===== src/rtl/instr_fetch.sv =====
// instr_fetch: fetch stage between program counter and a 1-cycle synchronous ROM,
// buffering PC-tagged instruction words in a small FIFO drained by decode.
// Ports:
//   clk, n_reset   clock (rising edge) and asynchronous active-low reset
//   pc_count       current PC from the program counter
//   pc_en          advance PC; high exactly when a fetch is issued
//   rom_addr       ROM read address (combinationally pc_count)
//   rom_data       ROM read data, valid the cycle after rom_addr was issued
//   stall          blocks new fetch issue only
//   flush          drops buffered and in-flight instructions
//   instr/instr_pc head instruction word and its PC
//   instr_valid    FIFO non-empty
//   instr_ready    decode accepts the head this cycle
//   fifo_level     current FIFO occupancy
module instr_fetch #(
    parameter int ADDR_WIDTH  = 3,
    parameter int INSTR_WIDTH = 8,
    parameter int FIFO_DEPTH  = 2
) (
    input  logic                          clk,
    input  logic                          n_reset,
    input  logic [ADDR_WIDTH-1:0]         pc_count,
    output logic                          pc_en,
    output logic [ADDR_WIDTH-1:0]         rom_addr,
    input  logic [INSTR_WIDTH-1:0]        rom_data,
    input  logic                          stall,
    input  logic                          flush,
    output logic [INSTR_WIDTH-1:0]        instr,
    output logic [ADDR_WIDTH-1:0]         instr_pc,
    output logic                          instr_valid,
    input  logic                          instr_ready,
    output logic [$clog2(FIFO_DEPTH):0]   fifo_level
);
    localparam int PW = $clog2(FIFO_DEPTH);
    localparam int CW = PW + 2;

    logic [INSTR_WIDTH-1:0] data_mem [FIFO_DEPTH];
    logic [ADDR_WIDTH-1:0]  pc_mem   [FIFO_DEPTH];
    logic [PW-1:0]          wr_ptr;
    logic [PW-1:0]          rd_ptr;
    logic [PW:0]            level;
    logic                   inflight;
    logic [ADDR_WIDTH-1:0]  pc_q;
    logic                   pop;
    logic                   wr;
    logic [CW-1:0]          credit;

    assign rom_addr    = pc_count;
    assign instr_valid = level != '0;
    assign instr       = data_mem[rd_ptr];
    assign instr_pc    = pc_mem[rd_ptr];
    assign fifo_level  = level;

    // Slots already promised (buffered + in flight) minus the one freed by
    // this cycle's pop; issuing only below depth reserves a slot per fetch.
    always_comb begin
        pop    = instr_valid & instr_ready;
        wr     = inflight & ~flush;
        credit = CW'(level) + CW'(inflight) - CW'(pop);
        pc_en  = n_reset & ~stall & ~flush & (credit < CW'(FIFO_DEPTH));
    end

    always_ff @(posedge clk or negedge n_reset) begin
        if (!n_reset) begin
            wr_ptr   <= '0;
            rd_ptr   <= '0;
            level    <= '0;
            inflight <= 1'b0;
            pc_q     <= '0;
            for (int i = 0; i < FIFO_DEPTH; i++) begin
                data_mem[i] <= '0;
                pc_mem[i]   <= '0;
            end
        end else if (flush) begin
            wr_ptr   <= '0;
            rd_ptr   <= '0;
            level    <= '0;
            inflight <= 1'b0;
        end else begin
            inflight <= pc_en;
            if (pc_en) pc_q <= pc_count;
            if (wr) begin
                data_mem[wr_ptr] <= rom_data;
                pc_mem[wr_ptr]   <= pc_q;
                wr_ptr           <= wr_ptr + PW'(1);
            end
            if (pop) rd_ptr <= rd_ptr + PW'(1);
            level <= level + (PW+1)'(wr) - (PW+1)'(pop);
        end
    end

    // The issue credit guarantees a free slot for every returning word.
    assert property (@(posedge clk) disable iff (!n_reset) wr |-> int'(level) < FIFO_DEPTH);
endmodule


===== config.mk =====
export PLATFORM = sky130hd
export DESIGN_NAME = instr_fetch
export DESIGN_NICKNAME = d
export VERILOG_FILES = /design/src/rtl/instr_fetch.sv
export SDC_FILE = /design/constraint.sdc
export NUM_CORES = 1
export LEC_CHECK = 0
export CAP_MARGIN = 20
export CORE_MARGIN = 8
export CORE_UTILIZATION = 49
export CTS_CLUSTER_DIAMETER = 200
export DETAILED_ROUTE_END_ITERATION = 10
export GPL_ROUTABILITY_DRIVEN = 0
export HOLD_SLACK_MARGIN = 0.1
export PLACE_DENSITY_LB_ADDON = 0.08
export SYNTH_ARGS = -nofsm -noshare
export SYNTH_HDL_FRONTEND = slang
export SYNTH_SLANG_ARGS = --single-unit

===== constraint.sdc =====
create_clock -name clk -period 2.85 [get_ports clk]
set_input_delay 0.57 -clock clk [delete_from_list [all_inputs] [get_ports clk]]
set_output_delay 0.57 -clock clk [all_outputs]
set_load 0.01 [all_outputs]

==> results of run 1 <==
==> cells in the mapped netlist <==
master    number
dfrtp_1       30
mux2_2        26
mux2_4        10
buf_4          4
ha_1           3
nor2_1         3
xnor2_1        3
inv_1          2
xor2_1         2
and2b_1        1
buf_2          1
buf_6          1
fa_1           1
nand2_1        1
nand2b_1       1
nand2b_4       1
nand3b_1       1
nor2_2         1
nor4_1         1
nor4_4         1
o21a_1         1
or2_2          1
==> worst reg2reg max path: stages (launching register included) <==
cell      delay [ns]
dfrtp_1         0.40
o21a_1          0.19
ha_1            0.30
nand2b_4        0.14
fa_2            0.37
xor2_2          0.17
nor4_4          0.23
buf_4           0.17
mux2_2          0.32
==> where the power goes <==
part	internal (mW)	leakage [nW]	switching, mW	total [mW]
clock	0.297	0.0585	0.158	0.455
combinational	0.535	0.491	0.273	0.808
sequential	0.591	0.387	0.105	0.696
==> placed cells by master, fill, tap and decap left out <==
master,n
ha_1,3
buf_2,1
o21a_1,1
buf_4,12
mux2_4,10
nor2_2,1
fa_2,1
and2b_1,1
dfrtp_1,30
clkbuf_4,5
inv_1,2
nor2_1,3
bufinv_16,2
nand2_2,1
nand3b_1,1
xor2_2,1
nor4_1,1
xor2_1,1
xnor2_1,3
or2_2,1
dlygate4sd2_1,1
mux2_2,26
nor4_4,1
clkdlybuf4s50_1,31
clkbuf_8,1
nand2b_4,2
==> sequential cells by signal, summed over array words and instances (netlist names) <==
name        flops
wr_ptr          1
inflight        1
pc_mem          6
data_mem       16
rd_ptr          1
pc_q            3
fifo_level      2
==> metal layers <==
layer / global-route usage, % / share of wire [%]
met1: 14.6 / 43
met2: 20.7 / 48
met3: 6.92 / 7.6
met4: 3.35 / 1.2
met5: 0 / 0
==> timing repair <==
item / CTS / global route
resized for setup: 9 / 0
cloned: 0 / 0
hold endpoints to repair: 0 / 0
buffers inserted: 2 / 1
pin swaps: 6 / 1
setup endpoints to repair: 1 / 1
==> layout make-up <==
class                           instances  area share (%)
Timing Repair Buffer                   45            20.9
Tap cell                               31            1.95
Clock inverter                          2            3.03
Inverter                                2           0.378
Sequential cell                        30            37.8
Multi-Input combinational cell         58            33.4
Clock buffer                            6            2.59
==> how the worst max path moves through the flow <==
stage                            start     to  slack, ns  cells past startpoint
2_1_floorplan  fifo_level[1]$_DFF_PN0_  pc_en       0.25                      6
3_3_place_gp               instr_ready  pc_en      -0.66                      8
3_5_place_dp               instr_ready  pc_en      -0.70                      8
4_1_cts        fifo_level[0]$_DFF_PN0_  pc_en      -0.08                      7
6_report       fifo_level[1]$_DFF_PN0_  pc_en      -0.04                      7
5_1_grt        fifo_level[1]$_DFF_PN0_  pc_en      -0.13                      7
==> cell families (layout without fill, tap and decap cells) <==
kind of cell / after synthesis / after routing / synth area share [%]
muxes: 36 / 36 / 30.6
DFF: 30 / 30 / 51.9
and+or+nand+nor: 12 / 12 / 6.23
buffers and inverters: 8 / 55 / 3.72
xor gates and xnor gates: 5 / 5 / 3.03
adders and majority gates: 4 / 4 / 3.98
AOI/OAI and AO/OA: 1 / 1 / 0.519
==> metrics, run 1 <==
placeable core area=0.00278 sq mm; initial antenna violation count=0; post-synthesis sequential element count=30; Final Power=1.96 mW; Clock Tree Buf Depth=2; Clock Latency Late Sink=0.34 ns; failing checks=negative setup slack; DR WL/cell=16.8 um; Worst slew margin=61.3%; RSZ-0062 raised after global routing=true; Final Cycle Share=101%; DRC Markers=0; R2R setup slack=0.45 ns; vias in the first global route=1033; Worst R2R Path Depth=8; sequential-to-total area share from yosys stat=51.9%; Worst Path Buf+Inv=1; Min-Delay Path Class=reg2reg; reg2reg start=fifo_level[1]$_DFF_PN0_; Vias=903; Worst R2R End=pc_q[2]$_DFFE_PN0P_; Max stage delay cell, worst path=dfrtp_1; CP Max Fanout=2; Max Freq=346 MHz; max cap viols=0; DRT iter0 DRCs=29; Hold Vio Cnt, Final=0; Critical Path RT=2.28 ns; post-synth top area cell=dfrtp_1; post-synthesis cell count=96; worst hold start=data_mem[4]$_DFFE_PN0P_; Routed Antenna Nets=0; fin crit period=2.89 ns; final setup fails=1; FF/Latch Area=751 sq um; max-slew violations=0; top cells by area, synth=dfrtp_1 52%, mux2_2 20%, mux2_4 10%, ha_1 2.6%, buf_4 2.1%; Worst Path Arrival=2.32 ns; root buf cell=clkbuf_4; cell family with most CP delay=adder cells; Mapped Area=0.00145 sq mm; Die X-Extent=70.3 um; DRT Wirelength=2920 um; largest net degree at the start of global routing=31; Multi-input gate area=662 sq um; hold-fix buffers at CTS=0; Clock Sink Count=30; placed cells=163; Pwr Density=987 mW/mm^2; critical path cell sequence=o21a_1 > ha_1 > nand2b_4 > fa_2 > xor2_2 > nor4_4 > buf_2; CTS Buf Count=5; GRT overflow=0; post-route cell area=0.00198 sq mm; n_diodes=0; vias per cell=5.19; Worst VDD drop=0.000745 V; Synth-to-Final Area Change=37.2%; Worst Skew=0.0119 ns; setup_tns=-0.0381 ns; drt pass-1 iters=4; # nets final=162; CP Class=reg2out; WHS=0.513 ns; crit start category=flip-flop; IO Port Bufs=33; global-route wire length before repair=5100 um; Total GRT Usage=12.9%; layout cells sized above 1=45.5%; status=finished, violations left; Worst Max-Slew Pin Slew=0.579 ns; Yosys warning total=0; Die Ht=70.3 um; top cell type's share of synthesized area=51.9%; pre-CTS setup slack=-0.699 ns; CTS tree=built; total die area=0.00495 sq mm; Reg clk slew, reported paths=0.10 ns; dpl cell area=0.00184 sq mm; row count=19; fin util=71.3%; Ports=34; Worst Hold Path EP=data_mem[4]$_DFFE_PN0P_; Final Worst Setup Slack=-0.0381 ns; hold path depth=1; Worst setup EP type=output port; Post-Syn Nets=116; Lkg Pwr=0.936 nW; filler cell count=211; Initial Util=52.0%; DP HPWL=2070 um; Mean Syn Cell Area=15.1 sq um; CTS H-tree depth=2; Netlist cell types=22; final std cells w/o fill=174; CP max stage delay=0.40 ns
Power figures use the tool's default switching activity.
==> inputs of run 2 (changes only) <==
--- a/config.mk
+++ b/config.mk
@@ -7,9 +7,10 @@
 export LEC_CHECK = 0
 export CAP_MARGIN = 20
 export CORE_MARGIN = 8
-export CORE_UTILIZATION = 49
+export CORE_UTILIZATION = 59
 export CTS_CLUSTER_DIAMETER = 200
 export DETAILED_ROUTE_END_ITERATION = 10
+export DONT_BUFFER_PORTS = 1
 export GPL_ROUTABILITY_DRIVEN = 0
 export HOLD_SLACK_MARGIN = 0.1
 export PLACE_DENSITY_LB_ADDON = 0.08
==> run 2 against run 1 <==
Net effect: fmax grew 0.58%; clock-buffer cell count increased by 1; final cell count shrank 23%; the run still ends with negative setup slack left; flip-flop and latch count stayed put; setup slack gained 0.017 ns; power shrank 23%; critical path depth is 1 lower; register-to-register slack worse by 0.07 ns; global-route usage rose by 0.63 points; first-iteration DRC count is 38% lower.
==> metrics, run 2 (synthesized netlist as in run 1, its figures left out) <==
status=finished, violations left; failing checks=negative setup slack; root buf cell=clkbuf_4; Worst slew margin=48.6% (-13 points); Reg with most FFs=data_mem; Synth-to-Final Area Change=8.39%; Worst setup EP type=output port; Max stage delay cell, worst path=fa_1; Routed Antenna Nets=0 (unchanged); reg2reg start=fifo_level[1]$_DFF_PN0_; R2R setup slack=0.38 ns (-0.07 ns); Max Freq=348 MHz (+0.58%); max cap viols=0 (unchanged); vias per cell=5.58 (+7.6%); CTS Buf Count=5 (unchanged); Worst Path Arrival=2.30 ns (-0.02 ns); drt pass-1 iters=3 (-1); layout cells sized above 1=51.9% (+6.5 points); Pwr Density=964 mW/mm^2 (-2.4%); Vias=748 (-17%); CP Max Fanout=4 (+2); IO Port Bufs=0 (-100%); final setup fails=1 (unchanged); placeable core area=0.00241 sq mm (-13%); crit start category=flip-flop; pre-CTS setup slack=0.182 ns (+0.881 ns); global-route wire length before repair=4290 um (-16%); initial antenna violation count=0 (unchanged); Worst VDD drop=0.000611 V (-18%); Clock Sink Count=30 (unchanged); Worst R2R End=pc_q[2]$_DFFE_PN0P_; Clock Latency Late Sink=0.32 ns (-0.02 ns); Critical Path RT=2.28 ns (about the same); largest net degree at the start of global routing=31 (unchanged); final std cells w/o fill=134 (-23%); Initial Util=60.0% (+8.0 points); Total GRT Usage=13.6% (+0.63 points); Worst Max-Slew Pin Slew=0.770 ns (+0.191 ns); CTS H-tree depth=2 (unchanged); RSZ-0062 raised after global routing=true; vias in the first global route=865 (-16%); row count=18 (-1); max-slew violations=0 (unchanged); filler cell count=179 (-15%); hold path depth=1 (unchanged); end point of the critical path=pc_en; CP max stage delay=0.49 ns (+0.09 ns); Min-Delay Path Class=in2reg; Final Worst Setup Slack=-0.0216 ns (+0.0165 ns); Hold Vio Cnt, Final=0 (unchanged); Die X-Extent=65.5 um (-6.9%); CP Class=reg2out; CTS tree=built; # nets final=123 (-24%); most common cell after layout, fill and taps aside=dfrtp_1; DRC Markers=0 (unchanged); Worst Skew=0.00617 ns (-0.00578 ns); Regs by FF count=data_mem: 16 flops, pc_mem: 6 flops, pc_q: 3 flops; Clock Tree Buf Depth=2 (unchanged); Worst R2R Path Depth=7 (-1); total die area=0.00429 sq mm (-13%); most frequent cells in the layout=30 x dfrtp_1, 26 x mux2_2, 10 x mux2_4; n_diodes=0 (unchanged); Lkg Pwr=0.756 nW (-19%); DRT iter0 DRCs=18 (-38%); fin crit period=2.87 ns (-0.0165 ns); Reg clk slew, reported paths=0.09 ns (about the same); Die Ht=65.5 um (-6.9%); CP Launch Point=fifo_level[1]$_DFF_PN0_; Multi-input gate area=652 sq um (-1.5%); critical path cell sequence=o21a_1 > ha_1 > nand2b_4 > fa_1 > nand2_2 > nor4_4; max reg flops=16 (unchanged); GRT overflow=0 (unchanged); Final Cycle Share=101% (-0.58 points); placed cells=122 (-25%); DRT Wirelength=2560 um (-12%); DR WL/cell=19.1 um (+14%); Ports=34 (unchanged); WHS=0.296 ns (-0.217 ns); FF/Latch Area=751 sq um (unchanged)
==> run 2: stage by stage <==
stage | util [%] | TNS [ns] | instance area (sq um) | power (mW)
2_1_floorplan | - | 0 | 1450 | 1.13
4_1_cts | 65.1 | -0.0777 | 1570 | 1.53
3_5_place_dp | 60.3 | 0 | 1450 | 1.23
5_1_grt | 65.1 | -0.135 | 1570 | 1.61
6_report | 65.1 | -0.0216 | 1570 | 1.51
3_3_place_gp | 60.3 | 0 | 1450 | 1.20
==> run 2: report_power, final <==
group / total, mW / internal, mW / switching [mW]
logic: 0.548 / 0.321 / 0.227
clock network: 0.259 / 0.119 / 0.140
registers: 0.704 / 0.591 / 0.113
total: 1.51 / 1.03 / 0.479
==> run 2: worst min-delay path by stage <==
stage / start / to
6_report: flush / fifo_level[1]$_DFF_PN0_
5_1_grt: flush / fifo_level[1]$_DFF_PN0_
4_1_cts: flush / fifo_level[1]$_DFF_PN0_
3_5_place_dp: n_reset / data_mem[4]$_DFFE_PN0P_
3_3_place_gp: n_reset / data_mem[12]$_DFFE_PN0P_
2_1_floorplan: n_reset / data_mem[0]$_DFFE_PN0P_
==> run 2: cell type report <==
class | count | area share (%)
well taps | 30 | 2.39
clock inverters | 1 | 0.319
clock buffers | 7 | 3.51
multi-input cells | 58 | 41.6
inverters | 2 | 0.479
flip-flops and latches | 30 | 47.9
repair buffers | 6 | 3.83
==> run 2: repair_timing <==
item                                   CTS  global route
pin swaps                                2             1
hold buffers                             2             0
resized for setup                        2             0
endpoints found under the hold margin   30             0
setup buffers                            2             0
setup endpoints to repair                1             1
==> run 2: worst max-delay path: cells and delay by family (launching register included) <==
family / cells / cell delay (ns)
flip-flops: 1 / 0.41
adder cells (fa/ha/maj): 2 / 0.76
AND/OR/NAND/NOR: 3 / 0.61
AO/OA/AOI/OAI: 1 / 0.20
==> run 2: metal layers <==
layer  wire [um]  up-vias  GRT usage (%)  part of all wire, %
li1            -      348              -                    -
met1        1070      367           14.7                   42
met2        1190       27           20.8                   46
met3         258        6           7.48                   10
met4          47        0           7.36                  1.8
met5           0        -              0                    0
==> inputs of run 3 (changes only) <==
--- a/config.mk
+++ b/config.mk
@@ -5,7 +5,6 @@
 export SDC_FILE = /design/constraint.sdc
 export NUM_CORES = 1
 export LEC_CHECK = 0
-export CAP_MARGIN = 20
 export CORE_MARGIN = 8
 export CORE_UTILIZATION = 59
 export CTS_CLUSTER_DIAMETER = 200
==> results of run 3 <==
Final layout, timing and power as in run 2 (identical DEF).
